--- src/rtl/dmem_arbiter_pkg.sv ---
// Shared types and constants for the data-memory arbiter.
package dmem_arbiter_pkg;

  typedef enum logic {
    IDLE = 1'b0,
    WAIT = 1'b1
  } state_e;

  localparam int unsigned TIMEOUT_DEFAULT = 256;

endpackage

--- src/rtl/dmem_arbiter_rr_picker.sv ---
// Round-robin picker: first requesting index after last_gnt_i, wrapping modulo NUM_REQ.
module rr_picker #(
  parameter int unsigned NUM_REQ = 2,
  parameter int unsigned IW      = $clog2(NUM_REQ)
) (
  input  logic [NUM_REQ-1:0] req_i,
  input  logic [IW-1:0]      last_gnt_i,
  output logic               valid_o,
  output logic [IW-1:0]      idx_o
);

  logic [IW-1:0] cand;

  always_comb begin
    valid_o = 1'b0;
    idx_o   = '0;
    cand    = '0;
    // Offsets run 1..NUM_REQ so last_gnt_i itself is considered last.
    for (int unsigned off = 1; off <= NUM_REQ; off++) begin
      cand = IW'((32'(last_gnt_i) + off) % NUM_REQ);
      if (!valid_o && req_i[cand]) begin
        valid_o = 1'b1;
        idx_o   = cand;
      end
    end
  end

endmodule

--- src/rtl/dmem_arbiter.sv ---
// Round-robin arbiter granting NUM_REQ requesters access to a single-outstanding data memory port.
module dmem_arbiter
  import dmem_arbiter_pkg::*;
#(
  parameter int unsigned DATA_WIDTH  = 64,
  parameter int unsigned FETCH_WIDTH = 64,
  parameter int unsigned NUM_REQ     = 2,
  parameter int unsigned TIMEOUT     = TIMEOUT_DEFAULT
) (
  input  logic                                        clk,
  input  logic                                        rst,
  input  logic [NUM_REQ-1:0]                          req_rd_en_i,
  input  logic [NUM_REQ-1:0]                          req_wr_en_i,
  input  logic [NUM_REQ*DATA_WIDTH-1:0]               req_addr_i,
  input  logic [NUM_REQ*$clog2(FETCH_WIDTH/8)-1:0]    req_wr_size_i,
  input  logic [NUM_REQ*FETCH_WIDTH-1:0]              req_wr_data_i,
  output logic [NUM_REQ-1:0]                          req_gnt_o,
  output logic [NUM_REQ-1:0]                          req_rdy_o,
  output logic [NUM_REQ-1:0]                          req_err_o,
  output logic [FETCH_WIDTH-1:0]                      req_rd_data_o,
  input  logic                                        dmem_busy_i,
  input  logic                                        dmem_rdy_i,
  input  logic [FETCH_WIDTH-1:0]                      dmem_rd_data_i,
  output logic                                        dmem_rd_en_o,
  output logic                                        dmem_wr_en_o,
  output logic [DATA_WIDTH-1:0]                       dmem_addr_o,
  output logic [$clog2(FETCH_WIDTH/8)-1:0]            dmem_wr_size_o,
  output logic [FETCH_WIDTH-1:0]                      dmem_wr_data_o
);

  localparam int unsigned SW = $clog2(FETCH_WIDTH / 8);
  localparam int unsigned IW = $clog2(NUM_REQ);
  localparam int unsigned CW = $clog2(TIMEOUT);

  state_e                  state_q, state_d;
  logic [CW-1:0]           cnt_q, cnt_d;
  logic [IW-1:0]           last_q, last_d;
  logic [IW-1:0]           idx_q, idx_d;
  logic [DATA_WIDTH-1:0]   addr_q, addr_d;
  logic [SW-1:0]           size_q, size_d;
  logic [FETCH_WIDTH-1:0]  wdata_q, wdata_d;

  logic                    pick_valid;
  logic [IW-1:0]           pick_idx;
  logic                    sel_rd, sel_wr;
  logic [DATA_WIDTH-1:0]   sel_addr;
  logic [SW-1:0]           sel_size;
  logic [FETCH_WIDTH-1:0]  sel_wdata;

  rr_picker #(
    .NUM_REQ (NUM_REQ),
    .IW      (IW)
  ) u_picker (
    .req_i      (req_rd_en_i | req_wr_en_i),
    .last_gnt_i (last_q),
    .valid_o    (pick_valid),
    .idx_o      (pick_idx)
  );

  assign sel_rd    = req_rd_en_i[pick_idx];
  assign sel_wr    = req_wr_en_i[pick_idx];
  assign sel_addr  = req_addr_i[pick_idx*DATA_WIDTH +: DATA_WIDTH];
  assign sel_size  = req_wr_size_i[pick_idx*SW +: SW];
  assign sel_wdata = req_wr_data_i[pick_idx*FETCH_WIDTH +: FETCH_WIDTH];

  always_comb begin
    state_d        = state_q;
    cnt_d          = cnt_q;
    last_d         = last_q;
    idx_d          = idx_q;
    addr_d         = addr_q;
    size_d         = size_q;
    wdata_d        = wdata_q;
    req_gnt_o      = '0;
    req_rdy_o      = '0;
    req_err_o      = '0;
    req_rd_data_o  = '0;
    dmem_rd_en_o   = 1'b0;
    dmem_wr_en_o   = 1'b0;
    dmem_addr_o    = '0;
    dmem_wr_size_o = '0;
    dmem_wr_data_o = '0;

    unique case (state_q)
      IDLE: begin
        if (!dmem_busy_i && pick_valid) begin
          req_gnt_o[pick_idx] = 1'b1;
          if (sel_rd && sel_wr) begin
            req_err_o[pick_idx] = 1'b1;
            last_d              = pick_idx;
          end else begin
            dmem_rd_en_o   = sel_rd;
            dmem_wr_en_o   = sel_wr;
            dmem_addr_o    = sel_addr;
            dmem_wr_size_o = sel_size;
            dmem_wr_data_o = sel_wdata;
            addr_d         = sel_addr;
            size_d         = sel_size;
            wdata_d        = sel_wdata;
            idx_d          = pick_idx;
            cnt_d          = '0;
            state_d        = WAIT;
          end
        end
      end
      WAIT: begin
        dmem_addr_o    = addr_q;
        dmem_wr_size_o = size_q;
        dmem_wr_data_o = wdata_q;
        // Completion takes priority over a coincident timeout.
        if (dmem_rdy_i) begin
          req_rdy_o[idx_q] = 1'b1;
          req_rd_data_o    = dmem_rd_data_i;
          last_d           = idx_q;
          cnt_d            = '0;
          state_d          = IDLE;
        end else if (cnt_q == CW'(TIMEOUT - 1)) begin
          req_err_o[idx_q] = 1'b1;
          last_d           = idx_q;
          cnt_d            = '0;
          state_d          = IDLE;
        end else begin
          cnt_d = cnt_q + 1'b1;
        end
      end
      default: state_d = IDLE;
    endcase

    // Outputs are forced quiet while rst is low so an abandoned WAIT never pulses.
    if (!rst) begin
      req_gnt_o      = '0;
      req_rdy_o      = '0;
      req_err_o      = '0;
      req_rd_data_o  = '0;
      dmem_rd_en_o   = 1'b0;
      dmem_wr_en_o   = 1'b0;
      dmem_addr_o    = '0;
      dmem_wr_size_o = '0;
      dmem_wr_data_o = '0;
    end
  end

  always_ff @(posedge clk) begin
    if (!rst) begin
      state_q <= IDLE;
      cnt_q   <= '0;
      last_q  <= IW'(NUM_REQ - 1);
      idx_q   <= '0;
      addr_q  <= '0;
      size_q  <= '0;
      wdata_q <= '0;
    end else begin
      state_q <= state_d;
      cnt_q   <= cnt_d;
      last_q  <= last_d;
      idx_q   <= idx_d;
      addr_q  <= addr_d;
      size_q  <= size_d;
      wdata_q <= wdata_d;
    end
  end

endmodule
--- config.mk ---
export PLATFORM = sky130hd
export DESIGN_NAME = dmem_arbiter
export DESIGN_NICKNAME = d
export VERILOG_FILES = /design/src/rtl/dmem_arbiter_pkg.sv /design/src/rtl/dmem_arbiter_rr_picker.sv /design/src/rtl/dmem_arbiter.sv
export SDC_FILE = /design/constraint.sdc
export NUM_CORES = 1
export LEC_CHECK = 0
export CAP_MARGIN = 25
export CORE_AREA = 2 2 211 213
export DETAILED_ROUTE_END_ITERATION = 8
export DIE_AREA = 0 0 213 215
export GPL_ROUTABILITY_DRIVEN = 0
export PLACE_DENSITY = 0.58
export SETUP_SLACK_MARGIN = 0.5
export SLEW_MARGIN = 20
export SYNTH_ARGS = -nofsm -noshare
export SYNTH_HDL_FRONTEND = slang
export SYNTH_SLANG_ARGS = --single-unit
--- constraint.sdc ---
create_clock -name clk -period 1.9 [get_ports clk]
set_input_delay 0.19 -clock clk [delete_from_list [all_inputs] [get_ports clk]]
set_output_delay 0.19 -clock clk [all_outputs]
set_load 0.01 [all_outputs]
==> out/results.ini <==
[pwr]
p_total_mw=11.3
p_leak_nw=7.32
power.density_nw_per_um2=591
irDropWorstVdd_uv=587

[route]
ant_nets=0
drt_first_pass_iters=5
wire_per_inst_um=20.6
vias_per_cell=5.08
drc=0
drtIter0Drc=1013
routed_wl_um=55200
num_vias=13608

[place]
hpwlAfterDp_um=35000
place_inst=2529
io_buffers=536
place_ws_ns=-1.19

[sta]
rsz0062_at_grt=true
final.period_utilization=1.26
hold_violations=0
setup_ws_ns=-0.492
tightest_slew_ns=0.389
maxSlewViolCount=0
setup_violations=196
hold_slack_ns=0.450
finClkSkew_ns=0.00980
period_needed_ns=2.39
fmax_mhz=418
maxSlewHeadroom=0.738

[clock_tree]
numCtsBuffers=17
clock-sinks=142
path_clk_slew_ns=0.07
htreeDepth=4
clk_latency_ns=0.45
cts.path.max_buffers=2
root_buffer=clkbuf_16
cts_tree=yes

[die]
dieArea_um2=45800
rows=77
start_util=0.219
die_h_um=215
num_io_pins=537
core_area_um2=43600
fp.dieW_um=213

[worst_setup_path]
worstSetupPathType=register to output pin
end_kind=output pin
start_kind=register
r2r_cells=8
critical-path-max-stage-delay_ns=0.42
cp.arrival_ns=2.20
cp.required_ns=1.71
cp_max_fo=11
crit_chain=a211o_4 -> buf_12 -> buf_12 -> a211o_1 -> a21oi_2 -> clkdlybuf4s15_2
cpMaxStageDelayCell=a211o_4
cpMostUsedCell=buf_12

[global_route]
overflow=0
grt_pass1_vias=12955
grt_start_max_net_pins=71
track_usage=0.208
grt_pass1_wl_um=73900
antenna_found_initial=9

[synth]
seq_area_frac_synth=0.298
yosys.area.top_type_share=0.298
synth.largest_area_cell=dfxtp_1
synthesis.nets=1733
yosys-top-cells-area=dfxtp_1 30%, a21oi_1 14%, o21ai_0 14%
synth_edf_count=0
yosys_warnings=0
avgSynthCellArea_um2=6.83
synth_cells=1398
async_reset_ff_frac=0
synth_cell_types=49
netlist_area_um2=9550
synth_flop_cell=dfxtp_1
synth-seq-cells=142

[min_path]
whs_path_depth=4
hold_class=input pin to register

[layout]
final_cell_mix=329 x clkdlybuf4s50_1, 245 x o21ai_0, 203 x buf_4
final_common_cell=clkdlybuf4s50_1
fin_cells=2680
area_delta_synth_final_pct=100
drive_above_1_share=0.350
register_area_um2=2850
nets=2403
fillers=4391
multi_input_area_um2=6710

[run_status]
status=finished, violations left
violations=setup timing

[run]
drv_cap=0

==> cell families after synthesis <==
family,count (synthesis),synth area share
fa+ha+maj,1,0.00131
buf+inv,179,0.0837
mux,2,0.00223
xor+xnor,1,0.000917
simple gates,376,0.188
compound gates,697,0.427
flops,142,0.298
==> flip-flops by register name, indices dropped and copies added (netlist names) <==
name and flops:
idx_q 1, cnt_q 8, addr_q 64, state_q 1
last_q 1, size_q 3, wdata_q 64
==> cell usage after synthesis, drive strengths merged, types with 4 or more instances <==
| cell | number |
|---|---|
| a21oi | 273 |
| o21ai | 267 |
| dfxtp | 142 |
| nand2 | 141 |
| nand3 | 137 |
| a211o | 132 |
| clkbuf | 115 |
| and2 | 65 |
| buf | 58 |
| nor2 | 15 |
| inv | 6 |
| nor3 | 6 |
| o21a | 4 |
==> power by group <==
group | switching [mW] | internal [mW]
registers | 0.105 | 3.20
clock network | 1.45 | 2.06
logic | 2.14 | 2.34
total | 3.70 | 7.60
==> worst max-delay path, delay by kind of cell, from the launching register on <==
kind	cells	cell delay, ns
AO/OA/AOI/OAI	3	0.81
flip-flops	1	0.36
buffers and inverters	3	0.57
==> repair_timing <==
| action | CTS | global route |
|---|---|---|
| setup buffers | 15 | 64 |
| pin swaps | 34 | 115 |
| endpoints found under the setup margin | 345 | 345 |
| cloned | 6 | 27 |
| hold buffers | 0 | 0 |
| gates resized for setup | 460 | 501 |
| hold endpoints to repair | 0 | 0 |
==> final timing paths <==
check / startpoint / to / slack (ns)
worst max-delay path: state_q / dmem_addr_o[53] / -0.49
worst min-delay path: req_wr_data_i[106] / wdata_q[42] / 0.45
worst max register to register: state_q / cnt_q[6] / -0.13
worst min register to register: addr_q[9] / addr_q[9] / 0.47
==> layer usage <==
| layer | share of wire | global-route usage | up-vias |
|---|---|---|---|
| met5 | 0 | 0 | - |
| met4 | 0.028 | 0.0716 | 0 |
| met3 | 0.074 | 0.0621 | 87 |
| met2 | 0.50 | 0.372 | 541 |
| met1 | 0.39 | 0.232 | 6544 |
| li1 | - | - | 6436 |
==> layout make-up <==
cell class,count,share of cell area
Antenna cell,7,0.000916
Timing Repair Buffer,823,0.427
Clock inverter,7,0.00386
Tap cell,592,0.0387
Sequential cell,142,0.149
Inverter,6,0.00157
Clock buffer,25,0.0275
Multi-Input combinational cell,1078,0.351
==> stage by stage <==
step	util	setup TNS [ns]	cell area, um2
after global routing	0.438	-74.26	19100
final	0.438	-59.79	19100
after CTS	0.413	-81.37	18000
after detailed placement	0.396	-221.01	17300
after global placement	0.396	-215.50	17300
after floorplan	-	0	10300
Note: power is estimated with default switching activity, not from simulation.
